## src/rtl/dmem_request_queue_pkg.sv

```systemverilog
// Shared types and widths for the data-memory request queue.
// The request entry layout is fixed by the package widths below.
package dmem_req_pkg;

  localparam int REQ_ADDR_W = 32;
  localparam int REQ_DATA_W = 32;

  typedef struct packed {
    logic                  wen;
    logic [REQ_ADDR_W-1:0] addr;
    logic [REQ_DATA_W-1:0] data;
  } dmem_req_t;

  typedef enum logic {
    IDLE  = 1'b0,
    ISSUE = 1'b1
  } dmem_req_state_t;

endpackage

```

## src/rtl/dmem_request_queue_fifo.sv

```systemverilog
// req_fifo: DEPTH-entry FIFO of request entries with push/pop, count and flags.
// A push is accepted only when not full, judged on count alone, so a pop in
// the same cycle never makes room for a push into a full FIFO.
module req_fifo
  import dmem_req_pkg::*;
#(
  parameter int  DEPTH   = 4,
  parameter type entry_t = dmem_req_t
) (
  input  logic                       clk,
  input  logic                       rst,
  input  logic                       push,
  input  entry_t                     wdata,
  input  logic                       pop,
  output entry_t                     rdata,
  output logic                       full,
  output logic                       empty,
  output logic [$clog2(DEPTH+1)-1:0] count
);

  localparam int PTR_W = $clog2(DEPTH);
  localparam int CNT_W = $clog2(DEPTH+1);

  entry_t             mem [DEPTH];
  logic [PTR_W-1:0]   wptr;
  logic [PTR_W-1:0]   rptr;
  logic               push_ok;
  logic               pop_ok;

  assign full    = (count == CNT_W'(DEPTH));
  assign empty   = (count == '0);
  assign push_ok = push && !full;
  assign pop_ok  = pop && !empty;
  assign rdata   = mem[rptr];

  // Pointers and occupancy; pointers wrap naturally since DEPTH is a power of 2.
  always_ff @(posedge clk) begin
    if (rst) begin
      wptr  <= '0;
      rptr  <= '0;
      count <= '0;
    end else begin
      if (push_ok) wptr <= wptr + 1'b1;
      if (pop_ok)  rptr <= rptr + 1'b1;
      case ({push_ok, pop_ok})
        2'b10:   count <= count + 1'b1;
        2'b01:   count <= count - 1'b1;
        default: count <= count;
      endcase
    end
  end

  // Entry storage; contents need no reset because the pointers gate visibility.
  always_ff @(posedge clk) begin
    if (push_ok) mem[wptr] <= wdata;
  end

endmodule

```

## src/rtl/dmem_request_queue.sv

```systemverilog
// dmem_request_queue: queues dread/dwrite requests captured on ihit and issues
// them one at a time on dmemREN/dmemWEN, holding each until dhit.
// Optional feature macro: DMEM_REQ_TIMEOUT_EN (sticky timeout_err when a
// request sits in ISSUE for TIMEOUT_CYC cycles without dhit).
module dmem_request_queue
  import dmem_req_pkg::*;
#(
  parameter int ADDR_W      = REQ_ADDR_W,
  parameter int DATA_W      = REQ_DATA_W,
  parameter int DEPTH       = 4,
  parameter int TIMEOUT_CYC = 256
) (
  input  logic                       CLK,
  input  logic                       RST,
  input  logic                       iread,
  input  logic                       ihit,
  input  logic                       dread,
  input  logic                       dwrite,
  input  logic [ADDR_W-1:0]          daddr,
  input  logic [DATA_W-1:0]          dstore,
  input  logic                       dhit,
  output logic                       imemREN,
  output logic                       dmemREN,
  output logic                       dmemWEN,
  output logic [ADDR_W-1:0]          dmemaddr,
  output logic [DATA_W-1:0]          dmemstore,
  output logic                       full,
  output logic                       empty,
  output logic [$clog2(DEPTH+1)-1:0] count,
  output logic                       timeout_err
);

  dmem_req_state_t state;
  dmem_req_t       push_req;
  dmem_req_t       head_req;
  logic            q_push;
  logic            q_pop;
  logic            q_empty;

  assign imemREN = iread;

  // A simultaneous read and write is queued as a write.
  assign q_push        = ihit && (dread || dwrite);
  assign push_req.wen  = dwrite;
  assign push_req.addr = REQ_ADDR_W'(daddr);
  assign push_req.data = REQ_DATA_W'(dstore);

  assign q_pop = (state == IDLE) && !q_empty;
  assign empty = q_empty && (state == IDLE);

  req_fifo #(
    .DEPTH   (DEPTH),
    .entry_t (dmem_req_t)
  ) u_fifo (
    .clk   (CLK),
    .rst   (RST),
    .push  (q_push),
    .wdata (push_req),
    .pop   (q_pop),
    .rdata (head_req),
    .full  (full),
    .empty (q_empty),
    .count (count)
  );

  // Issue FSM: load the head entry from IDLE, hold it in ISSUE until dhit.
  always_ff @(posedge CLK) begin
    if (RST) begin
      state     <= IDLE;
      dmemREN   <= 1'b0;
      dmemWEN   <= 1'b0;
      dmemaddr  <= '0;
      dmemstore <= '0;
    end else begin
      case (state)
        IDLE: begin
          if (!q_empty) begin
            dmemaddr  <= ADDR_W'(head_req.addr);
            dmemstore <= DATA_W'(head_req.data);
            dmemREN   <= !head_req.wen;
            dmemWEN   <= head_req.wen;
            state     <= ISSUE;
          end
        end
        ISSUE: begin
          if (dhit) begin
            dmemREN <= 1'b0;
            dmemWEN <= 1'b0;
            state   <= IDLE;
          end
        end
        default: state <= IDLE;
      endcase
    end
  end

`ifdef DMEM_REQ_TIMEOUT_EN
  localparam int TO_W = (TIMEOUT_CYC > 2) ? $clog2(TIMEOUT_CYC) : 1;
  logic [TO_W-1:0] to_cnt;

  // Stall counter for the request in flight; the error flag is sticky until RST.
  always_ff @(posedge CLK) begin
    if (RST) begin
      to_cnt      <= '0;
      timeout_err <= 1'b0;
    end else if (q_pop) begin
      to_cnt <= '0;
    end else if ((state == ISSUE) && !dhit) begin
      if (to_cnt == TO_W'(TIMEOUT_CYC-1)) timeout_err <= 1'b1;
      else                                to_cnt      <= to_cnt + 1'b1;
    end
  end
`else
  logic unused_timeout_cfg;
  assign unused_timeout_cfg = (TIMEOUT_CYC == 0);
  assign timeout_err        = 1'b0;
`endif

endmodule
```

## config.mk

```make
export PLATFORM = sky130hd
export DESIGN_NAME = dmem_request_queue
export DESIGN_NICKNAME = d
export VERILOG_FILES = /design/src/rtl/dmem_request_queue_pkg.sv /design/src/rtl/dmem_request_queue_fifo.sv /design/src/rtl/dmem_request_queue.sv
export SDC_FILE = /design/constraint.sdc
export NUM_CORES = 1
export LEC_CHECK = 0
export CORE_MARGIN = 1.5
export CORE_UTILIZATION = 50
export CTS_CLUSTER_SIZE = 28
export DETAILED_ROUTE_END_ITERATION = 8
export HOLD_SLACK_MARGIN = 0.12
export PLACE_DENSITY_LB_ADDON = 0.1
export SYNTH_ARGS = -nofsm -noshare
export SYNTH_HDL_FRONTEND = slang
export SYNTH_SLANG_ARGS = --single-unit
export TNS_END_PERCENT = 5
```

## constraint.sdc

```tcl
create_clock -name CLK -period 2.8 [get_ports CLK]
set_clock_uncertainty 0.05 [all_clocks]
set_input_delay 0.56 -clock CLK [delete_from_list [all_inputs] [get_ports CLK]]
set_output_delay 0.56 -clock CLK [all_outputs]
set_load 0.03 [all_outputs]
```

---- After elaboration in Yosys (flattened, before gate mapping) ----
Memories as Yosys holds them, arrays and structs flattened. A register that Yosys moved wholly into a read port is not among the register bits.
Cells that the tools add are included.
word-level totals
  bits of input ports ..................... 71
  memories kept ........................... 1
  logic and storage cells ................. 46
  bits in registers ....................... 74
  output and inout bits ................... 73
  memory bits (writable) .................. 260
cells by class
  reduce and logical (&&, ||, !) cells .... 13
  multiplexer cells ....................... 13
  eq/ne operators ......................... 5
  bitwise operators ....................... 2
  add/sub/neg operators ................... 4
memory list
  memory      depth  width  rd ports  clocked after Yosys merged registers in  write ports  line                           RTL
  u_fifo.mem  4      65     1         1                                        1            dmem_request_queue_fifo.sv:24  entry_t mem [DEPTH];
operators with widths
  kind                                                                   number
  1-bit 2-to-1 mux                                                       7
  1-bit one-hot mux with 2 select lines                                  3
  3-bit one-hot mux with 2 select lines                                  1
  1-bit logical AND                                                      5
  2-bit by 1-bit adder with 2-bit output, second input constant          2
  2-bit 2-to-1 mux                                                       2
  2-bit inequality test, second input constant                           2
  2-bit AND reduction                                                    2
  3-bit by 1-bit adder with 3-bit output, second input constant          1
  3-bit equality test, second input constant                             1
  1-bit logical NOT                                                      3
  3-bit logical NOT                                                      1
  3-bit by 1-bit subtractor with 3-bit output, second input constant     1
  2-bit by 1-bit equality test with 1-bit output, second input constant  1
  2-bit equality test, second input constant                             1
  1-bit inverter                                                         2
  2-bit nonzero test                                                     1
  1-bit logical OR                                                       1

---- Longest topological paths before layout ----
  word-level depth ........................ 6
  gate-level depth with buffers ........... 11
  mapped depth without buffers ............ 10

---- Modules after synthesis ----
Synthesis repeated with hierarchy kept, for this count alone.
unflattened totals
  cell total of the unflattened synthesis .. 688
  area total of the unflattened synthesis .. 12335.6 sq um
by module, submodules not included
  module              cells each  area an instance (sq um)  instances  sequential area each (sq um)
  req_fifo            393         9897.0                    1          7987.7
  dmem_request_queue  295         2438.6                    1          1341.3

---- Least setup slack after synthesis ----
No wires, ideal clock.
  kind .................................... register to register
  start point ............................. reg u_fifo.count[0]
  end point ............................... mem u_fifo.mem[0][0] (netlist bit) (enable)
  stages on the path, launching flop included .. 4
  setup time .............................. 0.430 ns
  clock period less this slack ............ 3.026 ns
  data arrival time ....................... 2.545 ns
  setup slack ............................. -0.226 ns
  path buffers ............................ 1
  data required time ...................... 2.320 ns
  path through ............................ dfxtp_1 or3b_2 clkbuf_1 and3_1
between the ends
  longest elaborated chain between the ends .. 5
RTL lines
  item                                    line                           RTL
  start, declared                         dmem_request_queue_fifo.sv:18  output logic [$clog2(DEPTH+1)-1:0] count
  start signal, assigned                  dmem_request_queue_fifo.sv:46  2'b10: count <= count + 1'b1;
  start signal, assigned                  dmem_request_queue_fifo.sv:47  2'b01: count <= count - 1'b1;
  start signal, assigned                  dmem_request_queue_fifo.sv:48  default: count <= count;
  3-bit equality test                     dmem_request_queue_fifo.sv:30  assign full = (count == CNT_W'(DEPTH));
  1-bit logical NOT                       dmem_request_queue_fifo.sv:32  assign push_ok = push && !full;
  1-bit logical AND                       dmem_request_queue_fifo.sv:32
  1-bit 2-to-1 mux                        dmem_request_queue_fifo.sv:55  if (push_ok) mem[wptr] <= wdata;
  1-bit 2-to-1 mux (not written as such)  dmem_request_queue_fifo.sv:55
  end, declared                           dmem_request_queue_fifo.sv:24
Every way passes these cells.

---- Final worst setup path ----
  start point ............................. reg u_fifo.count[0]
  end point ............................... reg u_fifo.count[2]
between the ends
  longest elaborated chain between the ends .. 6
RTL lines
  item                                                                                   line                                                     RTL
  3-bit logical NOT                                                                      dmem_request_queue_fifo.sv:31                            assign empty = (count == '0);
  1-bit logical NOT                                                                      dmem_request_queue_fifo.sv:33, dmem_request_queue.sv:48
  1-bit logical AND                                                                      dmem_request_queue.sv:48                                 assign q_pop = (state == IDLE) && !q_empty;
  1-bit logical AND                                                                      dmem_request_queue_fifo.sv:33                            assign pop_ok = pop && !empty;
  2-bit by 1-bit equality test with 1-bit output or 2-bit equality test (tied branches)  dmem_request_queue_fifo.sv:45                            case ({push_ok, pop_ok})
  3-bit one-hot mux with 2 select lines or 2-bit nonzero test (tied branches)            n/a
Several ways; a longest one is shown, not always the timed one.
A chain may end at the register's enable or synchronous reset.

==> flow_summary.ini <==
[sta]
setup_viol = 0
timing.fmax_mhz = 377
drv_slew = 0
period_share_pct = 94.7
final_hold_viol_count = 0
worst_pin_slew_ns = 0.609
rsz0062_at_grt = false
hold_slack_ns = 0.422
min_period_ns = 2.65
max_slew_margin_pct = 59.3

[die]
core_region_area_mm2 = 0.0235
fp-row-count = 56
die_w_um = 158
die_h_um = 158
dieArea_mm2 = 0.0248
start_util_pct = 50.9
ios = 144

[detailed_routing]
drt_iter0_markers = 355
routed_wl_mm = 22.8
dr.pass1.iters = 6
wl_per_cell_um = 21.3
avgViaCountPerCell = 5.50
drtAntennaViolNets = 0
drcViolationCount = 0
vias = 5879

[placement]
gp_congestion = 0.787
io_buffer_count = 140
dp_hpwl_mm = 13.4
dp.cells = 1004

[power]
max-vdd-ir-drop_v = 0.000802
powerDensity_mw_per_mm2 = 1010
leakagePower_nw = 4.98
seq_power_share_pct = 42.9
power.total_w = 0.0152
clockPowerShare_pct = 29.8
p_sw_w = 0.00438
internal_power_w = 0.0108
p_sw_share_pct = 28.8
p_comb_share_pct = 27.2

[final_layout]
mostFrequentLayoutCell = edfxtp_1
fin_nets = 799
multi_input_area_mm2 = 0.00240
final_util_pct = 64.0
final_cell_mix = edfxtp_1 (260), clkdlybuf4s50_1 (138), dfxtp_1 (73)
drive_above_1_share_pct = 19.9
syn2layout_area_growth_pct = 25.8
fill_cells = 1633
finalNonFillerCells = 1068
regArea_mm2 = 0.00934

[setup_path]
cp_data_arrival_time_ns = 3.01
required_ns = 3.16
crit_path_start_kind = flip-flop
cp_slowest_stage_delay_ns = 0.57
endpoint_kind = flip-flop
reg2reg_setup_slack_ns = 0.15
path_cells = or3b_2 -> inv_1 -> nor2_1 -> inv_1 -> ha_1 -> inv_1 -> fa_1 -> xor2_1 -> or3_1 -> a21oi_1
r2r_start = u_fifo.count[0]$_SDFFE_PP0P_
reg2reg_to = u_fifo.count[2]$_SDFFE_PP0P_
crit_type = reg -> reg
cp_slowest_cell = or3b_2
r2r_cells = 10
critPathMaxFanout = 7
path_common_cell = inv_1

[worst_hold_path]
min-delay-path-class = reg -> reg
hold-path-endpoint = dmemREN$_SDFFE_PP0P_
min_from = dmemREN$_SDFFE_PP0P_
hold_path_depth = 1

[global_route]
grt_util_all_layers_pct = 19.3
antenna_found_initial = 1
grt-ovfl-total = 0
grt_pass1_wl_mm = 35.6
grt_pass1_vias = 6329
grt_start_max_net_pins = 38

[clock_network]
cts_tree = yes
cts_buffers = 35
clock_path_buffers = 3
cts-root-buf = clkbuf_16
htree_num_levels = 2
insertion_delay_ns = 0.50
clkTransAtPathRegs_ns = 0.06
postCtsHoldBufs = 0
clock-sinks = 336

[yosys]
ys_ff_latch = 336
yosysTopAreaCell = edfxtp_1
yosysWarningCount = 0
yosysSeqAreaShare_pct = 78.2
synth_top_area_share_pct = 65.4
syn_nets = 632
syn_inst = 555
ys_top_cells_by_area = edfxtp_1 (65%), dfxtp_1 (13%), mux4_2 (12%), a22o_1 (4.8%), buf_6 (0.66%)
ys_types = 31
synth_area_mm2 = 0.0119
syn_avg_cell_area_um2 = 21.5

[run]
drv_cap = 0

[run_status]
outcome = finished, final reports clean
-- cells by family (layout without fill, tap and decap cells) --
kind of cell               Yosys count  count (layout)  share of synthesized area (%)
DFF                                336             336                           78.2
AOI/OAI and AO/OA                   83              83                           5.79
muxes                               65              65                           12.3
buffers and inverters               41             234                           1.93
and+or+nand+nor                     21              21                          0.996
adders and majority gates            6               6                          0.692
xor gates and xnor gates             2               2                          0.147
other                                1               2                         0.0314
-- layer usage --
| metal | up-vias | GRT usage, % | wire length [um] |
|---|---|---|---|
| li1 | 2638 | - | - |
| met1 | 3050 | 26.3 | 9780 |
| met2 | 161 | 31.5 | 11400 |
| met3 | 30 | 4.41 | 1260 |
| met4 | 0 | 5.08 | 375 |
| met5 | - | 0 | 0 |
-- critical path, delay by kind of cell, from the launching register on --
kind                       cells  cell delay (ns)
DFF                            1             0.38
and+or+nand+nor                3             0.96
buffers and inverters          3             0.27
adders and majority gates      2             0.55
AOI/OAI and AO/OA              1             0.18
xor gates and xnor gates       1             0.17
-- how the worst max path moves through the flow --
stage | start | to | cells after the start
after floorplan | u_fifo.count[0]$_SDFFE_PP0P_ | u_fifo.mem[1][0]$_DFFE_PP_ | 3
after global placement | dwrite | u_fifo.count[2]$_SDFFE_PP0P_ | 10
after detailed placement | dwrite | u_fifo.count[2]$_SDFFE_PP0P_ | 10
after CTS | u_fifo.count[0]$_SDFFE_PP0P_ | empty | 2
after global routing | u_fifo.count[0]$_SDFFE_PP0P_ | u_fifo.count[2]$_SDFFE_PP0P_ | 10
final | u_fifo.count[0]$_SDFFE_PP0P_ | u_fifo.count[2]$_SDFFE_PP0P_ | 10
-- power groups by stage --
| stage | Combinational (W) | Clock [W] | Sequential [W] |
|---|---|---|---|
| after floorplan | 0.00202 | 0 | 0.00722 |
| after global placement | 0.00414 | 0 | 0.00661 |
| after detailed placement | 0.00421 | 0 | 0.00664 |
| after CTS | 0.00422 | 0.00464 | 0.00656 |
| after global routing | 0.00445 | 0.00485 | 0.00662 |
| final | 0.00415 | 0.00454 | 0.00654 |
-- cell usage after synthesis --
| library cell | instances |
|---|---|
| ha_1 | 5 |
| dfxtp_1 | 76 |
| or3_1 | 2 |
| a22o_1 | 65 |
| a211oi_1 | 1 |
| edfxtp_1 | 260 |
| and3_1 | 4 |
| a21o_1 | 1 |
| a311oi_1 | 1 |
| buf_4 | 2 |
| o21a_1 | 1 |
| buf_6 | 7 |
| mux4_2 | 65 |
| a21oi_1 | 6 |
| inv_1 | 9 |
| a31o_2 | 1 |
| conb_1 | 1 |
| a21oi_4 | 1 |
| nor3_1 | 2 |
| buf_2 | 13 |
| nor2b_1 | 1 |
| xor2_1 | 2 |
| o21ai_0 | 5 |
| or3_4 | 1 |
| nand3_1 | 2 |
| or3b_2 | 1 |
| nor2_1 | 6 |
| o21ba_2 | 1 |
| fa_1 | 1 |
| clkbuf_1 | 10 |
| nor4_1 | 2 |
-- what timing repair did --
action | 4_1_cts | 5_1_grt
gates resized for setup | 1 | 2
buffers inserted | 0 | 0
endpoints found under the setup margin | 1 | 2
-- sequential cells by signal, summed over array words and instances, names as in the netlist, named ones only --
name          count
u_fifo.wptr       2
state             1
dmemREN           1
dmemstore        32
dmemaddr         32
u_fifo.rptr       2
dmemWEN           1
u_fifo.count      3
u_fifo.mem      260
-- layout make-up --
cell class	count	area share, %
tap	319	2.66
antenna	1	0.0167
clock buffer	50	6.69
inverter	9	0.225
sequential	336	62.2
multi-input combinational	178	16.0
clock inverter	13	0.900
timing repair buffer	162	11.4
-- through the flow --
step	TNS (ns)	worst slack [ns]	area, um^2
5_1_grt	0	0.0145	15000
2_1_floorplan	-43.95	-0.225	11900
3_3_place_gp	0	0.148	13900
3_5_place_dp	-0.00723	-0.00723	13900
4_1_cts	0	0.0508	15000
6_report	0	0.149	15000
No activity file was read; power rests on OpenSTA's default activity.
